[src/rtl/imem_ctrl_pkg.sv]
// Shared types and constants for the instruction-memory load controller.
// IMEM_NOP_FILL_EN adds the FILL state that pads a short image with NOP_WORD.
package imem_ctrl_pkg;

  localparam int DEPTH  = 32;
  localparam int ADDR_W = 5;
  localparam int DATA_W = 32;

  localparam logic [31:0] NOP_WORD = 32'h0000_0013;

`ifdef IMEM_NOP_FILL_EN
  typedef enum logic [1:0] {
    IDLE = 2'd0,
    LOAD = 2'd1,
    FILL = 2'd2,
    RUN  = 2'd3
  } state_t;
`else
  typedef enum logic [1:0] {
    IDLE = 2'd0,
    LOAD = 2'd1,
    RUN  = 2'd3
  } state_t;
`endif

endpackage

[src/rtl/imem_top.sv]
// Instruction memory subsystem: load controller plus a write-on-ce-low SRAM
// with combinational read. IMEM_NOP_FILL_EN is passed through to the controller.
module imem_top #(
  parameter int DEPTH  = imem_ctrl_pkg::DEPTH,
  parameter int ADDR_W = imem_ctrl_pkg::ADDR_W,
  parameter int DATA_W = imem_ctrl_pkg::DATA_W
) (
  input  logic              clk,
  input  logic              rst_n,
  input  logic              start,
  input  logic              ld_valid,
  output logic              ld_ready,
  input  logic [DATA_W-1:0] ld_data,
  input  logic              ld_last,
  input  logic              fetch_req,
  input  logic [ADDR_W-1:0] fetch_addr,
  output logic              fetch_valid,
  output logic [DATA_W-1:0] fetch_data,
  output logic              loaded,
  output logic [ADDR_W:0]   words_loaded
);

  logic              sram_ce;
  logic [ADDR_W-1:0] sram_init_addr;
  logic [DATA_W-1:0] sram_init_data;
  logic [ADDR_W-1:0] sram_addr;
  logic [DATA_W-1:0] sram_rdata;
  logic [DATA_W-1:0] mem [DEPTH];

  imem_load_ctrl #(
    .DEPTH (DEPTH),
    .ADDR_W(ADDR_W),
    .DATA_W(DATA_W)
  ) u_ctrl (
    .clk           (clk),
    .rst_n         (rst_n),
    .start         (start),
    .ld_valid      (ld_valid),
    .ld_ready      (ld_ready),
    .ld_data       (ld_data),
    .ld_last       (ld_last),
    .sram_ce       (sram_ce),
    .sram_init_addr(sram_init_addr),
    .sram_init_data(sram_init_data),
    .sram_addr     (sram_addr),
    .sram_rdata    (sram_rdata),
    .fetch_req     (fetch_req),
    .fetch_addr    (fetch_addr),
    .fetch_valid   (fetch_valid),
    .fetch_data    (fetch_data),
    .loaded        (loaded),
    .words_loaded  (words_loaded)
  );

  always_ff @(posedge clk) begin
    if (!sram_ce) begin
      mem[sram_init_addr] <= sram_init_data;
    end
  end

  assign sram_rdata = mem[sram_addr];

endmodule

[src/rtl/imem_load_ctrl.sv]
// Streams a program image into an instruction SRAM, then serves 1-cycle fetches.
// Build option IMEM_NOP_FILL_EN: pad words after an early ld_last with NOP_WORD.
module imem_load_ctrl #(
  parameter int DEPTH  = imem_ctrl_pkg::DEPTH,
  parameter int ADDR_W = imem_ctrl_pkg::ADDR_W,
  parameter int DATA_W = imem_ctrl_pkg::DATA_W
) (
  input  logic              clk,
  input  logic              rst_n,
  input  logic              start,
  input  logic              ld_valid,
  output logic              ld_ready,
  input  logic [DATA_W-1:0] ld_data,
  input  logic              ld_last,
  output logic              sram_ce,
  output logic [ADDR_W-1:0] sram_init_addr,
  output logic [DATA_W-1:0] sram_init_data,
  output logic [ADDR_W-1:0] sram_addr,
  input  logic [DATA_W-1:0] sram_rdata,
  input  logic              fetch_req,
  input  logic [ADDR_W-1:0] fetch_addr,
  output logic              fetch_valid,
  output logic [DATA_W-1:0] fetch_data,
  output logic              loaded,
  output logic [ADDR_W:0]   words_loaded
);
  import imem_ctrl_pkg::state_t;
  import imem_ctrl_pkg::IDLE;
  import imem_ctrl_pkg::LOAD;
  import imem_ctrl_pkg::RUN;
`ifdef IMEM_NOP_FILL_EN
  import imem_ctrl_pkg::FILL;
  import imem_ctrl_pkg::NOP_WORD;
`endif

  localparam logic [ADDR_W-1:0] LAST_ADDR = ADDR_W'(DEPTH - 1);

  state_t              state_reg, state_next;
  logic [ADDR_W-1:0]   ptr_reg, ptr_next;
  logic [ADDR_W:0]     count_reg, count_next;
  logic                fetch_valid_reg, fetch_valid_next;
  logic [DATA_W-1:0]   fetch_data_reg, fetch_data_next;
  logic                at_last;

  assign at_last      = (ptr_reg == LAST_ADDR);
  assign fetch_valid  = fetch_valid_reg;
  assign fetch_data   = fetch_data_reg;
  assign words_loaded = count_reg;

  always_ff @(posedge clk) begin
    if (!rst_n) begin
      state_reg       <= IDLE;
      ptr_reg         <= '0;
      count_reg       <= '0;
      fetch_valid_reg <= 1'b0;
      fetch_data_reg  <= '0;
    end else begin
      state_reg       <= state_next;
      ptr_reg         <= ptr_next;
      count_reg       <= count_next;
      fetch_valid_reg <= fetch_valid_next;
      fetch_data_reg  <= fetch_data_next;
    end
  end

  // Writes are qualified with rst_n so the edge that applies reset never writes.
  always_comb begin
    state_next       = state_reg;
    ptr_next         = ptr_reg;
    count_next       = count_reg;
    fetch_valid_next = 1'b0;
    fetch_data_next  = fetch_data_reg;
    ld_ready         = 1'b0;
    sram_ce          = 1'b1;
    sram_init_addr   = '0;
    sram_init_data   = '0;
    sram_addr        = '0;
    loaded           = 1'b0;

    case (state_reg)
      IDLE: begin
        if (start) begin
          state_next = LOAD;
          ptr_next   = '0;
          count_next = '0;
        end
      end

      LOAD: begin
        ld_ready = rst_n;
        if (ld_valid && rst_n) begin
          sram_ce        = 1'b0;
          sram_init_addr = ptr_reg;
          sram_init_data = ld_data;
          ptr_next       = ptr_reg + 1'b1;
          count_next     = count_reg + 1'b1;
          if (at_last) begin
            state_next = RUN;
          end else if (ld_last) begin
`ifdef IMEM_NOP_FILL_EN
            state_next = FILL;
`else
            state_next = RUN;
`endif
          end
        end
      end

`ifdef IMEM_NOP_FILL_EN
      FILL: begin
        if (rst_n) begin
          sram_ce        = 1'b0;
          sram_init_addr = ptr_reg;
          sram_init_data = DATA_W'(NOP_WORD);
        end
        ptr_next = ptr_reg + 1'b1;
        if (at_last) begin
          state_next = RUN;
        end
      end
`endif

      RUN: begin
        loaded    = 1'b1;
        sram_addr = fetch_addr;
        if (start) begin
          state_next = LOAD;
          ptr_next   = '0;
          count_next = '0;
        end else if (fetch_req) begin
          fetch_valid_next = 1'b1;
          fetch_data_next  = sram_rdata;
        end
      end

      default: begin
        state_next = IDLE;
      end
    endcase
  end

endmodule
[config.mk]
export PLATFORM = sky130hd
export DESIGN_NAME = imem_top
export DESIGN_NICKNAME = d
export VERILOG_FILES = /design/src/rtl/imem_ctrl_pkg.sv /design/src/rtl/imem_top.sv /design/src/rtl/imem_load_ctrl.sv
export SDC_FILE = /design/constraint.sdc
export NUM_CORES = 1
export LEC_CHECK = 0
export BUFFER_PORTS_ARGS = -buffer_cell sky130_fd_sc_hd__buf_2
export CAP_MARGIN = 40
export CORE_ASPECT_RATIO = 0.7
export CORE_MARGIN = 2
export CORE_UTILIZATION = 45
export CTS_BUF_LIST = sky130_fd_sc_hd__clkbuf_4
export CTS_CLUSTER_DIAMETER = 40
export CTS_CLUSTER_SIZE = 10
export DETAILED_ROUTE_END_ITERATION = 7
export GPL_ROUTABILITY_DRIVEN = 0
export PLACE_DENSITY_LB_ADDON = 0.05
export RECOVER_POWER = 25
export REMOVE_ABC_BUFFERS = 1
export SKIP_LAST_GASP = 1
export SLEW_MARGIN = 20
export SYNTH_ARGS = -nofsm -noshare
export SYNTH_HDL_FRONTEND = slang
export SYNTH_SLANG_ARGS = --single-unit
[constraint.sdc]
create_clock -name clk -period 4.7 [get_ports clk]
set_clock_uncertainty 0.2 [all_clocks]
set_input_delay 0 -clock clk [delete_from_list [all_inputs] [get_ports clk]]
set_output_delay 0 -clock clk [all_outputs]
set_load 0.01 [all_outputs]
==> results.py, run 1 <==
metrics = {
    "flow_run": {
        "drv_cap": 8,
    },
    "clock_tree": {
        "clock_latency_ns": 1.10,
        "tritoncts": "built",
        "cts_buffer_depth": 3,
        "clock_sinks": 1070,
        "cts_buffers": 136,
        "path_clk_slew_ns": 0.11,
        "cts-root-buf": "clkbuf_4",
        "cts_resized": 0,
        "htree_levels": 4,
    },
    "final_layout": {
        "postLayoutCoreUtil_pct": 51.3,
        "layout-drive-gt1-share_pct": 16.2,
        "area_delta_synth_final_pct": 12.9,
        "largest_reg_flops": 1024,
        "nets": 2904,
    },
    "die": {
        "dieWidth_um": 368,
        "dieArea_um2": 95500,
        "placeableCoreArea_um2": 92000,
        "initial_utilization_pct": 45.5,
        "io_pins": 84,
        "die_h_um": 259,
        "rows": 93,
    },
    "sta": {
        "setup_viol": 0,
        "finalCritPeriodShare_pct": 95.5,
        "timing.final.hold_violations": 0,
        "rsz0062_at_grt": "false",
        "max_clock_freq_mhz": 223,
        "tightestPinTransition_ns": 1.72,
        "period_minus_slack_ns": 4.49,
        "final_max_slew_viol_count": 230,
        "whs_ns": 0.162,
        "relSlewSlack_pct": -14.7,
        "setup_slack_ns": 0.210,
    },
    "worst_setup_path": {
        "critical-path-slowest-cell": "dlygate4sd3_1",
        "r2r_setup_slack_ns": 0.21,
        "rr_worst_depth": 10,
        "crit_chain": "ha_4, buf_4, nand3b_1, dlygate4sd3_1, nor3_2, buf_4, o221ai_1, o31ai_1, a221oi_1, dlygate4sd3_1",
        "startpoint_type": "flip-flop",
        "critical_path.top_delay_family": "buffers and inverters",
        "crit_type": "reg -> reg",
        "reg2reg_from": "u_ctrl.state_reg[0]",
        "path_buf_inv": 4,
        "cp.arrival_ns": 5.25,
        "r2r-end": "u_ctrl.fetch_data[8]",
        "cpPeakStageDelay_ns": 0.68,
        "crit_fanout": 32,
        "endpoint_kind": "flip-flop",
        "critPathRequiredTime_ns": 5.46,
    },
    "detailed_routing": {
        "first_pass_iters": 6,
        "totalWireLength_um": 131000,
        "dr.first_iter.drc_count": 2994,
        "remaining_drc_errors": 0,
        "wl_per_cell_um": 31.3,
        "ant_nets": 0,
        "num_vias": 25381,
        "viasPerCell": 6.06,
    },
    "power": {
        "pwr-share-comb_pct": 4.5,
        "power_leakage_nw": 15.8,
        "peakVddDrop_uv": 241,
        "p_int_mw": 12.8,
        "pwr-share-seq_pct": 62.8,
        "p_clk_share_pct": 32.7,
        "powerDensity_nw_per_um2": 351,
        "power_switching_mw": 3.73,
        "swShare_pct": 22.5,
    },
    "global_route": {
        "grt_max_degree": 124,
        "grt_pass1_vias": 24996,
        "grt_antenna_before_repair": 2,
        "track_usage_pct": 27.3,
        "grt_pass1_wl_um": 184000,
        "gr-total-overflow": 0,
    },
    "status": {
        "status": "complete, but fails checks",
        "violations": "capacitance limit, slew limit",
    },
    "placed_design": {
        "hpwl_um": 74100,
        "dp_worst_setup_slack_ns": 1.15,
        "io_buffer_count": 83,
    },
    "synthesis": {
        "yosysTopAreaCell": "edfxtp_1",
        "yosysSeqAreaShare_pct": 75.7,
        "netlist_area_um2": 41800,
        "synthTopCellsByArea": "edfxtp_1 (73%), mux2i_1 (6.1%), a221oi_1 (2.3%)",
        "yosys_register_bits": 1070,
        "synthFlopType": "edfxtp_1",
        "async_reset_ff_share_pct": 0,
        "syn_area_per_cell_um2": 16.1,
        "ys_types": 48,
        "synth_common_cells": "edfxtp_1 (1024), mux2i_1 (257), o21ai_0 (180)",
        "synth.most_common_cell": "edfxtp_1",
        "synthDominantCellAreaShare_pct": 73.5,
        "synth_edf_count": 1024,
        "yosysWarnings": 0,
        "synth_cells": 2607,
    },
    "worst_hold_path": {
        "hold_end": "u_ctrl.fetch_data[22]",
        "hold_depth": 6,
        "worstHoldStart": "fetch_addr[1]",
        "hold_class": "in -> reg",
    },
}
-- cell type report --
class,count,area (µm²)
Clock buffer,197,1480
Multi-Input combinational cell,1340,9560
Tap cell,1235,1550
Sequential cell,1070,31700
Antenna cell,4,10.0
Timing Repair Buffer,301,2650
Inverter,6,27.5
Fill cell,7726,44800
Clock inverter,35,293
-- routing by layer --
metal	global-route usage, %	part of all wire [%]
met5	0	0
met4	8.22	2.2
met3	4.31	7.4
met2	42.3	46
met1	40.1	45
-- how the worst max path moves through the flow --
stage / from / to / depth (start not counted)
after floorplan: u_ctrl.state_reg[0] / u_ctrl.fetch_data[25] / 6
after global placement: u_ctrl.state_reg[0] / u_ctrl.fetch_data[2] / 8
after detailed placement: u_ctrl.state_reg[0] / u_ctrl.fetch_data[11] / 8
after CTS: u_ctrl.state_reg[0] / u_ctrl.fetch_data[8] / 10
after global routing: u_ctrl.state_reg[0] / u_ctrl.fetch_data[5] / 10
final: u_ctrl.state_reg[0] / u_ctrl.fetch_data[8] / 10
-- tightest hold or removal path, cell delays in order --
cell and delay, ns:
dlygate4sd3_1 0.55, buf_6 0.24, a221oi_1 0.26, o21ai_0 0.12
o21ai_0 0.14, a221oi_2 0.08
-- stage by stage --
stage | std cells | area [µm²] | power (mW) | TNS, ns
floorplan | 2416 | 40900 | 10.9 | -43.64
global placement | 3831 | 44200 | 11.3 | 0
CTS | 4181 | 47300 | 16.7 | 0
global route | 4186 | 47200 | 17.1 | 0
detailed placement | 3853 | 44600 | 11.3 | 0
finish | 4188 | 47200 | 16.6 | 0
-- cells by family after synthesis --
kind of cell,synth area share (%)
flip-flops,75.7
multiplexers,7.12
buffers and inverters,2.31
adder cells (fa/ha/maj),0.179
AND/OR/NAND/NOR,3.50
AO/OA/AOI/OAI,11.0
XOR/XNOR,0.167
-- power groups by stage --
stage	logic [mW]	clock network (mW)	registers (mW)
after global placement	0.664	0	10.6
after CTS	0.752	5.55	10.4
after global routing	0.793	5.91	10.4
final	0.748	5.42	10.4
after detailed placement	0.691	0	10.6
after floorplan	0.294	0	10.6
-- cell usage in the layout, fill, tap and decap left out, types with 21 or more instances in the layout --
cell type	Yosys	layout
and2_1	37	23
clkbuf_4	0	197
o221ai_1	31	31
dfxtp_1	46	46
mux2_2	32	32
clkbuf_1	105	55
edfxtp_1	1024	1024
mux2i_1	257	257
o211ai_1	32	32
o21ai_0	180	179
dlygate4sd3_1	0	96
nand2_1	80	75
buf_4	19	73
buf_12	0	21
a221oi_1	109	109
nor2_4	1	31
a22oi_1	30	30
o31ai_1	30	30
a31oi_1	32	32
a21oi_1	161	161
nand3_1	35	35
nor2_1	142	112
buf_2	45	41
a211oi_1	35	35
o21ai_1	45	44
-- repair_timing --
| action | 4_1_cts | 5_1_grt |
|---|---|---|
| endpoints found under the setup margin | 0 | 2 |
| buffers inserted | 0 | 1 |
| hold buffers | 96 | 0 |
| hold endpoints to repair | 1216 | 0 |
Power figures use the tool's default switching activity.
==> run 2, diff against run 1 <==
--- a/config.mk
+++ b/config.mk
@@ -8,7 +8,6 @@
 export BUFFER_PORTS_ARGS = -buffer_cell sky130_fd_sc_hd__buf_2
 export CAP_MARGIN = 40
 export CORE_ASPECT_RATIO = 0.7
-export CORE_MARGIN = 2
 export CORE_UTILIZATION = 45
 export CTS_BUF_LIST = sky130_fd_sc_hd__clkbuf_4
 export CTS_CLUSTER_DIAMETER = 40
==> run 2 against run 1 <==
Compared with the run above: the flow still finishes with violations (capacitance limit, slew limit); critical endpoint is now mem[29][24]; maximum frequency rose by 6.2%; clock-buffer cell count fell by 11; die area shrank 1.3%; critical path type unchanged; largest cell class unchanged.
==> results.py, run 2 (same netlist as run 1, synthesis figures left out) <==
metrics = {
    "worst_setup_path": {
        "path_common_cell": "clkbuf_1",
        "critical-path-slowest-cell": "clkbuf_1",
        "crit_chain": "inv_1, ha_1, and3_1, clkbuf_1, and2_0, clkbuf_1",
        "endpoint_kind": "flip-flop",
        "r2r_setup_slack_ns": 0.47,
        "reg2reg_from": "u_ctrl.state_reg[1]",
        "startpoint_type": "flip-flop",
        "cpPeakStageDelay_ns": 1.25,
        "r2r-end": "mem[29][24]",
        "crit_fanout": 32,
        "crit_type": "reg -> reg",
        "critPathRequiredTime_ns": 5.11,
        "rr_worst_depth": 6,
        "cp.arrival_ns": 4.64,
    },
    "clock_tree": {
        "path_clk_slew_ns": 0.11,
        "cts_resized": 0,
        "tritoncts": "built",
        "cts_buffer_depth": 3,
        "clock_latency_ns": 1.10,
        "clock_sinks": 1070,
        "htree_levels": 4,
        "cts_buffers": 137,
        "post_cts_buffers": 0,
        "cts-root-buf": "clkbuf_4",
        "holdBufCountCts": 89,
    },
    "final_layout": {
        "largest_reg_flops": 1024,
        "final_common_cell": "edfxtp_1",
        "final_cell_mix": "edfxtp_1 (1024), mux2i_1 (257), clkbuf_4 (188)",
        "area_delta_synth_final_pct": 13.4,
        "layout-drive-gt1-share_pct": 17.2,
        "nets": 2934,
        "layoutNonFillerInstCount": 4206,
    },
    "detailed_routing": {
        "remaining_drc_errors": 0,
        "wl_per_cell_um": 31.6,
        "first_pass_iters": 5,
        "totalWireLength_um": 133000,
        "num_vias": 25644,
        "ant_nets": 0,
        "viasPerCell": 6.10,
        "dr.first_iter.drc_count": 2907,
    },
    "sta": {
        "finalCritPeriodShare_pct": 89.9,
        "rsz0062_at_grt": "false",
        "final_max_slew_viol_count": 264,
        "max_clock_freq_mhz": 237,
        "period_minus_slack_ns": 4.23,
        "timing.final.hold_violations": 0,
        "tightestPinTransition_ns": 2.38,
        "setup_viol": 0,
        "relSlewSlack_pct": -58.6,
        "finalSetupTns_ns": 0,
    },
    "worst_hold_path": {
        "hold_depth": 6,
        "hold_class": "in -> reg",
        "hold_end": "u_ctrl.fetch_data[21]",
        "worstHoldStart": "fetch_addr[1]",
    },
    "global_route": {
        "grt_antenna_before_repair": 8,
        "gr-total-overflow": 0,
        "grt_max_degree": 86,
        "grt_pass1_wl_um": 188000,
        "grt_pass1_vias": 24647,
        "track_usage_pct": 28.1,
    },
    "placed_design": {
        "dp_cells": 3878,
        "io_buffer_count": 83,
        "hpwl_um": 82800,
    },
    "die": {
        "dieWidth_um": 366,
        "dieArea_um2": 94200,
        "initial_utilization_pct": 45.5,
        "io_pins": 84,
        "rows": 93,
        "die_h_um": 257,
        "placeableCoreArea_um2": 92000,
    },
    "status": {
        "violations": "capacitance limit, slew limit",
        "status": "complete, but fails checks",
    },
    "power": {
        "powerDensity_nw_per_um2": 352,
        "peakVddDrop_uv": 252,
        "power_leakage_nw": 16.0,
    },
    "flow_run": {
        "drv_cap": 8,
    },
}
## run 2: layout make-up
class                   instances  area [µm²]
fillers                      7645       44600
clock inverters                35         394
repair buffers                330        2860
well taps                    1235        1550
clock buffers                 186        1400
flip-flops and latches       1070       31700
inverters                       6        27.5
diodes                          4        10.0
multi-input cells            1340        9550
## run 2: power by group
part / switching, mW / internal (mW) / total (mW)
clock network: 3.22 / 2.34 / 5.55
registers: 0.0250 / 10.4 / 10.4
logic: 0.514 / 0.255 / 0.768
total: 3.76 / 13.0 / 16.7
## run 2: through the flow
step | instance area (µm²) | hold slack (ns) | power [mW] | util [%] | setup slack, ns
2_1_floorplan | 40900 | -0.0666 | 10.9 | - | -1.48
3_3_place_gp | 44200 | 0.207 | 11.3 | 48.1 | 1.04
3_5_place_dp | 44700 | 0.201 | 11.3 | 48.5 | 1.32
4_1_cts | 47400 | 0.0157 | 16.8 | 51.5 | 0.754
5_1_grt | 47400 | 0.128 | 17.2 | 51.5 | 0.311
6_report | 47500 | 0.115 | 16.7 | 51.6 | 0.473
## run 2: worst max-delay path, delay by kind of cell, from the launching register on
family / cells / cell delay [ns]
buffers and inverters: 3 / 1.92
and+or+nand+nor: 2 / 1.04
DFF: 1 / 0.36
adders and majority gates: 1 / 0.22
## run 2: worst max path at each step
stage | from | to | slack, ns | cells past startpoint
floorplan | u_ctrl.state_reg[0] | u_ctrl.fetch_data[25] | -1.48 | 6
global placement | u_ctrl.state_reg[0] | u_ctrl.fetch_data[11] | 1.04 | 7
detailed placement | u_ctrl.state_reg[0] | mem[25][4] | 1.32 | 5
CTS | u_ctrl.ptr_reg[0] | u_ctrl.state_reg[0] | 0.75 | 10
global route | u_ctrl.state_reg[1] | mem[18][20] | 0.31 | 6
finish | u_ctrl.state_reg[1] | mem[29][24] | 0.47 | 6
## run 2: metal layers
layer	up-vias	part of all wire, %	GRT usage, %
li1	10959	-	-
met1	13261	46	43.0
met2	1226	43	40.1
met3	194	8.8	5.95
met4	4	2.3	8.74
met5	-	0.019	0
